<file path="config.mk">
export PLATFORM = sky130hd
export DESIGN_NAME = leaf_tx_arbiter
export DESIGN_NICKNAME = d
export VERILOG_FILES = /design/src/rtl/leaf_tx_arbiter_pkg.sv /design/src/rtl/leaf_tx_arbiter_rr_pick.sv /design/src/rtl/leaf_tx_arbiter.sv
export SDC_FILE = /design/constraint.sdc
export NUM_CORES = 1
export LEC_CHECK = 0
export BUFFER_PORTS_ARGS = -buffer_cell sky130_fd_sc_hd__buf_2
export CAP_MARGIN = 15
export CORE_AREA = 2 2 219 221
export CTS_CLUSTER_DIAMETER = 100
export DETAILED_ROUTE_END_ITERATION = 8
export DIE_AREA = 0 0 221 223
export RECOVER_POWER = 50
export SLEW_MARGIN = 20
export SYNTH_ARGS = -nofsm -noshare
export SYNTH_HDL_FRONTEND = slang
export SYNTH_SLANG_ARGS = --single-unit
export TNS_END_PERCENT = 5
</file>
<file path="constraint.sdc">
create_clock -name clk -period 5.5 [get_ports clk]
set_input_delay 0.55 -clock clk [delete_from_list [all_inputs] [get_ports clk]]
set_output_delay 0.55 -clock clk [all_outputs]
set_load 0.1 [all_outputs]
</file>
<file path="src/rtl/leaf_tx_arbiter_pkg.sv">
`default_nettype none
// ============================================================================
// Module      : leaf_tx_arbiter_pkg
// Description : Shared leaf-interface constants and the round-robin
//               selection function used by the leaf transmit arbiter.
// Revision    : 1.0 - initial release
// ============================================================================
package leaf_tx_arbiter_pkg;

    // Leaf packet width and the position of its valid bit
    localparam int LEAF_PACKET_BITS = 97;
    localparam int LEAF_VALID_BIT   = LEAF_PACKET_BITS - 1;

    // Widest requester vector the selection function handles
    localparam int RR_MAX_REQ  = 16;
    localparam int RR_IDX_BITS = 4;

    // One-hot pick of the first set request bit, searching upward from
    // last+1 and wrapping modulo n. Bits at or above n must be zero.
    function automatic logic [RR_MAX_REQ-1:0] rr_onehot(
        input logic [RR_MAX_REQ-1:0]  req,
        input logic [RR_IDX_BITS-1:0] last,
        input int                     n
    );
        logic [RR_MAX_REQ-1:0]  pick;
        logic                   found;
        logic [RR_IDX_BITS-1:0] idx;
        pick  = '0;
        found = 1'b0;
        for (int k = 1; k <= RR_MAX_REQ; k++) begin
            idx = RR_IDX_BITS'((int'(last) + k) % n);
            if ((k <= n) && !found && req[idx]) begin
                pick[idx] = 1'b1;
                found     = 1'b1;
            end
        end
        return pick;
    endfunction

endpackage : leaf_tx_arbiter_pkg
`default_nettype wire

</file>
<file path="src/rtl/leaf_tx_arbiter_rr_pick.sv">
`default_nettype none
// ============================================================================
// Module      : rr_pick
// Description : Combinational round-robin picker. Produces a one-hot pick
//               of the next requester after last_grant and its index.
// Revision    : 1.0 - initial release
// ============================================================================
module rr_pick
    import leaf_tx_arbiter_pkg::*;
#(
    parameter int NUM_REQ = 4
) (
    input  logic [NUM_REQ-1:0]         i_req_vld,
    input  logic [$clog2(NUM_REQ)-1:0] i_last_grant,
    output logic [NUM_REQ-1:0]         o_pick,
    output logic [$clog2(NUM_REQ)-1:0] o_pick_idx,
    output logic                       o_pick_any
);

    localparam int c_idx_bits = $clog2(NUM_REQ);

    logic [RR_MAX_REQ-1:0]  w_req_ext;
    logic [RR_IDX_BITS-1:0] w_last_ext;
    logic [RR_MAX_REQ-1:0]  w_pick_ext;
    logic                   w_unused_pick_hi;

    // Widen inputs to the fixed width the package function works on
    always_comb begin
        w_req_ext                    = '0;
        w_req_ext[NUM_REQ-1:0]       = i_req_vld;
        w_last_ext                   = '0;
        w_last_ext[c_idx_bits-1:0]   = i_last_grant;
    end

    assign w_pick_ext       = rr_onehot(w_req_ext, w_last_ext, NUM_REQ);
    assign o_pick           = w_pick_ext[NUM_REQ-1:0];
    assign o_pick_any       = |o_pick;
    // Upper bits are always zero because the widened request is zero there
    assign w_unused_pick_hi = &{1'b0, w_pick_ext};

    // Encode the one-hot pick into a requester index
    always_comb begin
        o_pick_idx = '0;
        for (int i = 0; i < NUM_REQ; i++) begin
            if (o_pick[i]) begin
                o_pick_idx = c_idx_bits'(i);
            end
        end
    end

endmodule : rr_pick
`default_nettype wire

</file>
<file path="src/rtl/leaf_tx_arbiter.sv">
`default_nettype none
// ============================================================================
// Module      : leaf_tx_arbiter
// Description : Round-robin arbiter feeding one registered leaf packet slot
//               toward the BFT, with per-requester saturating accept counters.
// Revision    : 1.0 - initial release
// ============================================================================
module leaf_tx_arbiter
    import leaf_tx_arbiter_pkg::*;
#(
    parameter int PACKET_BITS = LEAF_PACKET_BITS,
    parameter int NUM_REQ     = 4,
    parameter int CNT_BITS    = 16
) (
    input  logic                           clk,
    input  logic                           reset,
    input  logic [NUM_REQ-1:0]             req_vld,
    input  logic [NUM_REQ*PACKET_BITS-1:0] req_packet,
    output logic [NUM_REQ-1:0]             req_ack,
    output logic [PACKET_BITS-1:0]         dout_leaf_interface2bft,
    input  logic                           ack_bft2interface,
    output logic [$clog2(NUM_REQ)-1:0]     grant_idx,
    output logic [NUM_REQ*CNT_BITS-1:0]    grant_cnt
);

    localparam int                     c_idx_bits   = $clog2(NUM_REQ);
    localparam int                     c_valid_bit  = PACKET_BITS - 1;
    localparam logic [PACKET_BITS-1:0] c_valid_mask = {1'b1, {(PACKET_BITS-1){1'b0}}};
    localparam logic [CNT_BITS-1:0]    c_cnt_max    = '1;

    logic [PACKET_BITS-1:0]               r_dout;
    logic [c_idx_bits-1:0]                r_grant_idx;
    logic [c_idx_bits-1:0]                r_last_grant;
    logic [NUM_REQ-1:0][CNT_BITS-1:0]     r_cnt;

    logic                   w_out_busy;
    logic                   w_free;
    logic                   w_accept;
    logic [NUM_REQ-1:0]     w_pick;
    logic [c_idx_bits-1:0]  w_pick_idx;
    logic                   w_pick_any;
    logic [PACKET_BITS-1:0] w_sel_packet;

    assign w_out_busy = r_dout[c_valid_bit];
    assign w_accept   = w_out_busy && ack_bft2interface;
    // Slot is reusable when empty, or when its packet leaves this cycle
    assign w_free     = !w_out_busy || ack_bft2interface;

    rr_pick #(
        .NUM_REQ (NUM_REQ)
    ) u_rr_pick (
        .i_req_vld    (req_vld),
        .i_last_grant (r_last_grant),
        .o_pick       (w_pick),
        .o_pick_idx   (w_pick_idx),
        .o_pick_any   (w_pick_any)
    );

    // Mux the picked requester's packet slice
    always_comb begin
        w_sel_packet = '0;
        for (int i = 0; i < NUM_REQ; i++) begin
            if (w_pick[i]) begin
                w_sel_packet = req_packet[i*PACKET_BITS +: PACKET_BITS];
            end
        end
    end

    // Ack only in the cycle the pick is captured, never during reset
    assign req_ack = (w_free && !reset) ? w_pick : '0;

    // Output slot: load the picked packet with valid forced, or empty it
    always_ff @(posedge clk or posedge reset) begin
        if (reset) begin
            r_dout       <= '0;
            r_grant_idx  <= '0;
            r_last_grant <= c_idx_bits'(NUM_REQ - 1);
        end else if (w_free) begin
            if (w_pick_any) begin
                r_dout       <= w_sel_packet | c_valid_mask;
                r_grant_idx  <= w_pick_idx;
                r_last_grant <= w_pick_idx;
            end else begin
                r_dout <= '0;
            end
        end
    end

    // Count packets accepted by the BFT against the requester that sent them
    always_ff @(posedge clk or posedge reset) begin
        if (reset) begin
            r_cnt <= '0;
        end else if (w_accept && (r_cnt[r_grant_idx] != c_cnt_max)) begin
            r_cnt[r_grant_idx] <= r_cnt[r_grant_idx] + CNT_BITS'(1);
        end
    end

    assign dout_leaf_interface2bft = r_dout;
    assign grant_idx               = r_grant_idx;
    assign grant_cnt               = r_cnt;

endmodule : leaf_tx_arbiter
`default_nettype wire

</file>
==> key figures, run 1 <==
Worst setup path
  • Peak fanout along the critical path: 37
  • Library cell contributing the largest single delay on the critical path: dfstp_2
  • WP buf/inv: 3
  • Start-to-end type of the worst setup path: reg2out
  • Capture point of the critical path: req_ack[3]
  • Worst path cell trace: inv_1, ha_1, mux4_2, nor4b_4, a221oi_4, buf_4, nor3_1, buf_2
  • Worst setup SP type: flop
  • CP arrival: between 3 and 4 ns
  • Critical Path Sink Type: primary output
  • Reg2Reg Depth: 9
  • Setup slack of the most critical reg-to-reg path: 1.35 ns
  • Total stage count of the critical path: 8
  • Critical Path Start: r_last_grant[0]$_DFFE_PP1P_
  • Startpoint of the worst-slack reg-to-reg timing path: r_last_grant[0]$_DFFE_PP1P_
  • Cell family with most CP delay: buffers and inverters
  • Critical path data required time: 4.95 ns
  • Reg2Reg Capture Point: dout_leaf_interface2bft[79]$_DFFE_PP0N_
  • Max incr delay on CP: between 0.6 and 0.7 ns

Pwr
  • Areal power density over the cells: 818 nW/um^2
  • Maximum vdd ir drop: between 0.0005 and 0.0006 V
  • Overall power after layout: 11.1 mW
  • LEAKAGE: slightly above 6 nW

Floorplan
  • Die width: between 200 and 250 um
  • Die boundary height: 223 um
  • Site row count: 80
  • Initial core utilization: 20.6%
  • Die area: ~49000 sq um
  • Area of the core: roughly 47000 sq um
  • I/O pin count: between 500 and 600

Global routing
  • Number of global-route vias before repair: 10500
  • M2 GR Usage: about 27%
  • Aggregate global routing overflow: 0
  • Initial antenna violation count: 11
  • Wire length of the first global-routing pass: between 60000 and 70000 um
  • Maximum number of pins on one net before global-route repair: 198
  • Top Usage Layer GRT: met2
  • Overall track demand over capacity in global routing: between 15 and 20%
  • GR met1 Demand/Resource: around 20%
  • Met3 layer usage reported by global route: 4.95%

Logic synthesis
  • Top-count cell post-synth: nand2_1
  • Yosys warns: 0
  • Post-Synthesis Cells: 987
  • Yosys top cell by area: dfrtp_1
  • Netlist Area Pre-Place: around 9700 sq um
  • Share of the synthesized area in the top cell type: 42.1%
  • Synth top area cells: dfrtp_1 42%, a221o_1 10%, o21ai_0 8.4%
  • Number of nets produced by synthesis: about 1400
  • Synthesis-stage register bit count: approximately 170
  • Post-synth EDFFs: 0
  • Fraction of registers with async set or reset after synthesis: 100%
  • Syn Area/Cell: ~9.8 sq um
  • Distinct cell type count of the synthesized netlist: 33
  • Portion of the post-synthesis area used by sequential elements: between 40% and 50%
  • Synth cell count leaders: 170 x nand2_1, 163 x dfrtp_1, 162 x o21ai_0
  • Top_reg_cell synth: dfrtp_1

STA
  • Actual transition at the worst max-transition pin: around 1.2 ns
  • Final critical path time including I/O delays and setup: 4.26 ns
  • Max-slew violations: 0
  • Headroom to the max-slew limit: between 10% and 20%
  • Final hold vios: 0
  • Finish-stage setup viols: 0
  • Setup tns final: 0 ns
  • Unrepaired setup endpoints after global routing: no
  • Largest clock skew in the final design: between 0.015 and 0.02 ns
  • Fraction of the cycle the final worst path needs: ~77%
  • F_max: 235 MHz

Detailed routing
  • Drc violations: 0
  • Post-route antenna net violation count: 0
  • Detailed Route WL: around 42000 um
  • Routed wire length per instance: roughly 20 um
  • Overall via count from detail_route: around 11000
  • Pre-Repair DR Iteration Count: 5
  • Number of vias per cell: 5.04
  • Violation count after the first detailed-route iteration: roughly 800

Final layout
  • Layout cells sized above 1: 40.4%
  • Area overhead of the layout relative to synthesis: 40.1%
  • Net count, final: 1885

Clock tree
  • Clk sink count: ~170
  • Clock Root Buffer: clkbuf_16
  • TritonCTS buffer count: 17
  • Clk slew on worst S/H paths: around 0.070 ns
  • Hold buffer count at cts: 0
  • Number of gates resized after CTS: 0
  • Number of H-tree branching levels: 4
  • TritonCTS clock tree: yes
  • Later-pin clock latency in the skew report: around 0.48 ns
  • Setup fix buffers added after clock tree synthesis: 0
  • Max clock buf depth: 2

Flow run
  • Maximum Capacitance Violations: 0

Run status
  • Result of the run: complete, no violations

Placed design
  • Routability congestion estimate: between 0.9 and 1
  • Number of buffers added on ports: approximately 560
  • Post-DP HPWL: 31000 um

Worst hold path
  • HP Class: in2reg
[power breakdown]
part / switching, mW / internal (mW) / leakage (nW)
Sequential: 0.299 / 1.58 / 2.20
Combinational: 5.52 / 2.45 / 3.58
Clock: 0.613 / 0.650 / 0.295
[routing by layer]
layer	vias to the layer above	wire, um
met4	4	1690
met2	554	20600
li1	4856	-
met1	5176	16500
met5	-	24
met3	80	3470
[cell type report]
type	count	area (sq um)
antenna	7	17.5
sequential	165	4130
clock buffer	17	425
multi-input combinational	716	5120
inverter	4	18.8
tap	615	769
clock inverter	15	188
fill	5026	33600
timing repair buffer	577	2900
[stage by stage]
step           setup slack (ns)  cells  hold slack, ns  area (sq um)  util (%)
6_report                   1.24   2116           0.342         13600      28.8
5_1_grt                    1.03   2115           0.319         13600      28.8
4_1_cts                    1.16   2107           0.291         13600      28.9
3_5_place_dp               1.19   2075           0.489         13000      27.6
3_3_place_gp               1.25   2075           0.481         13000      27.6
2_1_floorplan             0.492    987           0.604          9690         -
[worst min-delay path: cells and delay by family]
kind | cells | cell delay, ns
AOI/OAI and AO/OA | 2 | 0.14
buffers and inverters | 1 | 0.08
[registers in the layout, indices dropped and copies added, names as in the netlist]
signal	cells
r_last_grant	2
grant_cnt	64
dout_leaf_interface2bft	97
grant_idx	2
[worst min-delay path by stage]
stage / startpoint / end / slack [ns] / depth (start not counted)
global route: req_packet[106] / dout_leaf_interface2bft[9]$_DFFE_PP0N_ / 0.32 / 3
floorplan: r_last_grant[1]$_DFFE_PP1P_ / r_last_grant[1]$_DFFE_PP1P_ / 0.60 / 2
CTS: req_packet[110] / dout_leaf_interface2bft[13]$_DFFE_PP0N_ / 0.29 / 3
global placement: grant_cnt[8]$_DFFE_PP0P_ / grant_cnt[8]$_DFFE_PP0P_ / 0.48 / 2
finish: req_packet[110] / dout_leaf_interface2bft[13]$_DFFE_PP0N_ / 0.34 / 3
detailed placement: grant_cnt[28]$_DFFE_PP0P_ / grant_cnt[28]$_DFFE_PP0P_ / 0.49 / 2
[layout by cell type (no fill, tap or decap), types with 5 or more instances in the layout]
| cell | netlist | final |
|---|---|---|
| ha_1 | 9 | 9 |
| nand3_1 | 6 | 6 |
| clkbuf_16 | 0 | 17 |
| a221o_1 | 98 | 96 |
| buf_4 | 3 | 15 |
| nand4_1 | 7 | 7 |
| xor2_1 | 11 | 11 |
| mux4_2 | 20 | 20 |
| and2_1 | 5 | 5 |
| clkinv_8 | 0 | 5 |
| diode_2 | 0 | 7 |
| a221oi_2 | 43 | 42 |
| inv_6 | 0 | 5 |
| a221oi_1 | 57 | 57 |
| buf_2 | 18 | 473 |
| dfrtp_1 | 163 | 163 |
| a21oi_1 | 98 | 98 |
| clkbuf_1 | 70 | 84 |
| nand2_1 | 170 | 170 |
| nor2_1 | 8 | 8 |
| nor3_1 | 5 | 5 |
| o21ai_0 | 162 | 162 |
[cells by family after synthesis]
group           after synthesis  synth area share, %
fa+ha+maj                     9                 1.16
xor+xnor                     14                 1.27
flops                       165                 42.6
buf+inv                     106                 5.15
mux                          24                 5.11
compound gates              460                 35.6
simple gates                209                 9.09
No activity file was read; power rests on OpenSTA's default activity.
==> run 2: changes to the inputs <==
clock period = 3.95 ns   (was 5.5 ns; I/O delays follow)
==> key figures, run 2 (same netlist as run 1, synthesis figures left out) <==
Detailed routing
  • Post-route antenna net violation count: 0 (unchanged)
  • Detailed Route WL: 42800 um (+1.3%)
  • Overall via count from detail_route: 10800 (+1.2%)
  • Violation count after the first detailed-route iteration: 945 (+18%)
  • Routed wire length per instance: 20.1 um (+0.80%)
  • Number of vias per cell: 5.08 (+0.70%)
  • Pre-Repair DR Iteration Count: 6 (+1)
  • Drc violations: 0 (unchanged)

Final layout
  • Max FFs per register: 97 (unchanged)
  • Most frequent cells in the layout: 470 x buf_2, 170 x nand2_1, 163 x dfrtp_1
  • Layout cells sized above 1: 40.9% (+0.58 points)
  • Area overhead of the layout relative to synthesis: 41.5%
  • Net count, final: 1898 (+0.69%)
  • Final standard cell utilization of the core: 29.1% (+0.29 points)
  • Most common cell after layout, fill and taps aside: buf_2
  • Non-filler instance count after layout: 2126 (+0.47%)

Pwr
  • Switch Pwr: 9.04 mW (+41%)
  • Maximum vdd ir drop: 0.000931 V (+79%)
  • Combinational Power Share: 72.5% (+0.8 points)
  • LEAKAGE: 6.16 nW (+1.3%)
  • Clk pwr share: 10.9% (-0.5 points)
  • Seq pwr share: 16.7% (-0.2 points)
  • Overall power after layout: 15.7 mW (+41%)
  • Switching fraction of total power: 57.6% (-0.30 points)
  • Int Power: 6.66 mW (+42%)
  • Areal power density over the cells: 1140 nW/um^2 (+40%)

Worst setup path
  • Setup slack of the most critical reg-to-reg path: 0.28 ns (-1.07 ns)
  • CP arrival: 3.38 ns (-0.33 ns)
  • Worst setup SP type: flop
  • Peak fanout along the critical path: 10 (-73%)
  • Library cell contributing the largest single delay on the critical path: dfstp_2
  • Worst path cell trace: inv_1, ha_1, mux4_2, nor3b_4, a221oi_2, nor3_1, buf_6
  • Start-to-end type of the worst setup path: reg2out
  • Critical Path Sink Type: primary output
  • Startpoint of the worst-slack reg-to-reg timing path: r_last_grant[0]$_DFFE_PP1P_
  • Reg2Reg Capture Point: dout_leaf_interface2bft[63]$_DFFE_PP0N_
  • Reg2Reg Depth: 10 (+1)
  • Critical path data required time: 3.56 ns (-1.39 ns)
  • Max incr delay on CP: 0.67 ns (about the same)

Clock tree
  • TritonCTS clock tree: yes
  • Clk sink count: 165 (unchanged)
  • Clock Root Buffer: clkbuf_16
  • Max clock buf depth: 2 (unchanged)
  • Later-pin clock latency in the skew report: 0.49 ns (about the same)
  • Number of H-tree branching levels: 4 (unchanged)
  • Clk slew on worst S/H paths: 0.08 ns (about the same)
  • TritonCTS buffer count: 17 (unchanged)

Global routing
  • Wire length of the first global-routing pass: 63300 um (+0.47%)
  • Initial antenna violation count: 7 (-4)
  • Maximum number of pins on one net before global-route repair: 103 (-48%)
  • Aggregate global routing overflow: 0 (unchanged)
  • Overall track demand over capacity in global routing: 16.6% (-0.040 points)
  • Number of global-route vias before repair: 10500 (+0.048%)

Floorplan
  • Site row count: 80 (unchanged)
  • Initial core utilization: 20.6% (unchanged)
  • I/O pin count: 562 (unchanged)
  • Die width: 221 um (unchanged)
  • Area of the core: 47100 sq um (unchanged)
  • Die boundary height: 223 um (unchanged)
  • Die area: 49300 sq um (unchanged)

Placed design
  • Number of cells after detailed placement: 2088 (+0.63%)
  • Post-DP HPWL: 32000 um (+3.0%)
  • Routability congestion estimate: 0.865 (-5.0%)
  • Worst slack, placed: 0.315 ns (-0.874 ns)
  • Number of buffers added on ports: 557 (unchanged)

STA
  • Max-slew violations: 167 (+167)
  • F_max: between 200 and 300 MHz
  • Finish-stage setup viols: 0 (unchanged)
  • Headroom to the max-slew limit: -79.4% (-97 points)
  • Fraction of the cycle the final worst path needs: 95.5%
  • Final hold vios: 0 (unchanged)
  • Unrepaired setup endpoints after global routing: yes
  • Final hold slack: 0.187 ns (-0.155 ns)
  • Actual transition at the worst max-transition pin: 2.69 ns (+1.45 ns)
  • Setup ws final: 0.179 ns (-1.06 ns)
  • Final critical path time including I/O delays and setup: roughly 3.8 ns
  • Largest clock skew in the final design: 0.0119 ns (-0.00387 ns)

Worst hold path
  • Hold depth: 3 (unchanged)
  • HP Class: in2reg
  • Hold Startpoint: req_packet[70]
  • Endpoint of the worst hold path: dout_leaf_interface2bft[70]$_DFFE_PP0N_

Run status
  • Result of the run: finished with violations
  • Violations in the final reports: max-capacitance violations, max-slew violations

Flow run
  • Maximum Capacitance Violations: 2 (+2)
==> run 2: cell types whose count changed in the layout (fill, tap and decap cells not counted), moves of 2 or more <==
cell	previous run	this run
diode_2	7	4
clkinv_8	5	3
clkbuf_2	0	2
inv_8	1	5
buf_2	473	470
buf_4	15	21
clkbuf_4	0	2
buf_12	4	10
buf_6	0	2
==> run 2: final cells by class <==
class	count	area (sq um)
fillers	5012	33400
inverters	4	18.8
well taps	615	769
diodes	4	10.0
multi-input cells	716	5130
clock buffers	17	425
repair buffers	590	3070
clock inverters	15	161
flip-flops and latches	165	4130
==> run 2: layer usage <==
| layer | wire (um) | vias up | share of wire (%) | track usage, % |
|---|---|---|---|---|
| met5 | 11 | - | 0.026 | 0 |
| met4 | 987 | 2 | 2.3 | 6.71 |
| met3 | 3220 | 62 | 7.5 | 4.49 |
| met1 | 17100 | 5293 | 40 | 20.3 |
| met2 | 21500 | 582 | 50 | 27.7 |
| li1 | - | 4857 | - | - |
==> run 2: worst max-delay path, delay by kind of cell, from the launching register on <==
kind	cells	cell delay (ns)
AO/OA/AOI/OAI	1	0.22
AND/OR/NAND/NOR	2	0.80
adder cells (fa/ha/maj)	1	0.34
flip-flops	1	0.67
multiplexers	1	0.43
buffers and inverters	2	0.43
==> run 2: repair_timing <==
action / CTS / global route
pin swaps: 1 / 1
buffers inserted: 2 / 0
resized for setup: 3 / 4
hold buffers: 0 / 0
cloned: 0 / 0
hold endpoints to repair: 0 / 0
setup endpoints to repair: 4 / 4
==> run 2: power groups by stage <==
| stage | logic [mW] | registers [mW] | clock network (mW) |
|---|---|---|---|
| floorplan | 6.15 | 5.25 | 0 |
| global placement | 11.2 | 2.61 | 0 |
| detailed placement | 11.4 | 2.63 | 0 |
| CTS | 11.5 | 2.61 | 1.79 |
| global route | 12.1 | 2.67 | 1.84 |
| finish | 11.4 | 2.62 | 1.71 |
==> run 2: metrics by stage <==
stage          instance area [sq um]  setup TNS (ns)
2_1_floorplan                   9690           -2.65
3_3_place_gp                   13200               0
3_5_place_dp                   13200               0
4_1_cts                        13800               0
5_1_grt                        13700         -0.0126
6_report                       13700               0
==> run 2: worst max path at each step <==
stage                                     start    endpoint  slack [ns]  cells after the start
finish              r_last_grant[0]$_DFFE_PP1P_  req_ack[1]        0.18                      7
global route        r_last_grant[0]$_DFFE_PP1P_  req_ack[0]       -0.01                      7
CTS                 r_last_grant[0]$_DFFE_PP1P_  req_ack[2]        0.07                      7
detailed placement  r_last_grant[0]$_DFFE_PP1P_  req_ack[1]        0.32                      7
global placement    r_last_grant[0]$_DFFE_PP1P_  req_ack[1]        0.37                      7
floorplan           r_last_grant[0]$_DFFE_PP1P_  req_ack[3]       -0.81                      8
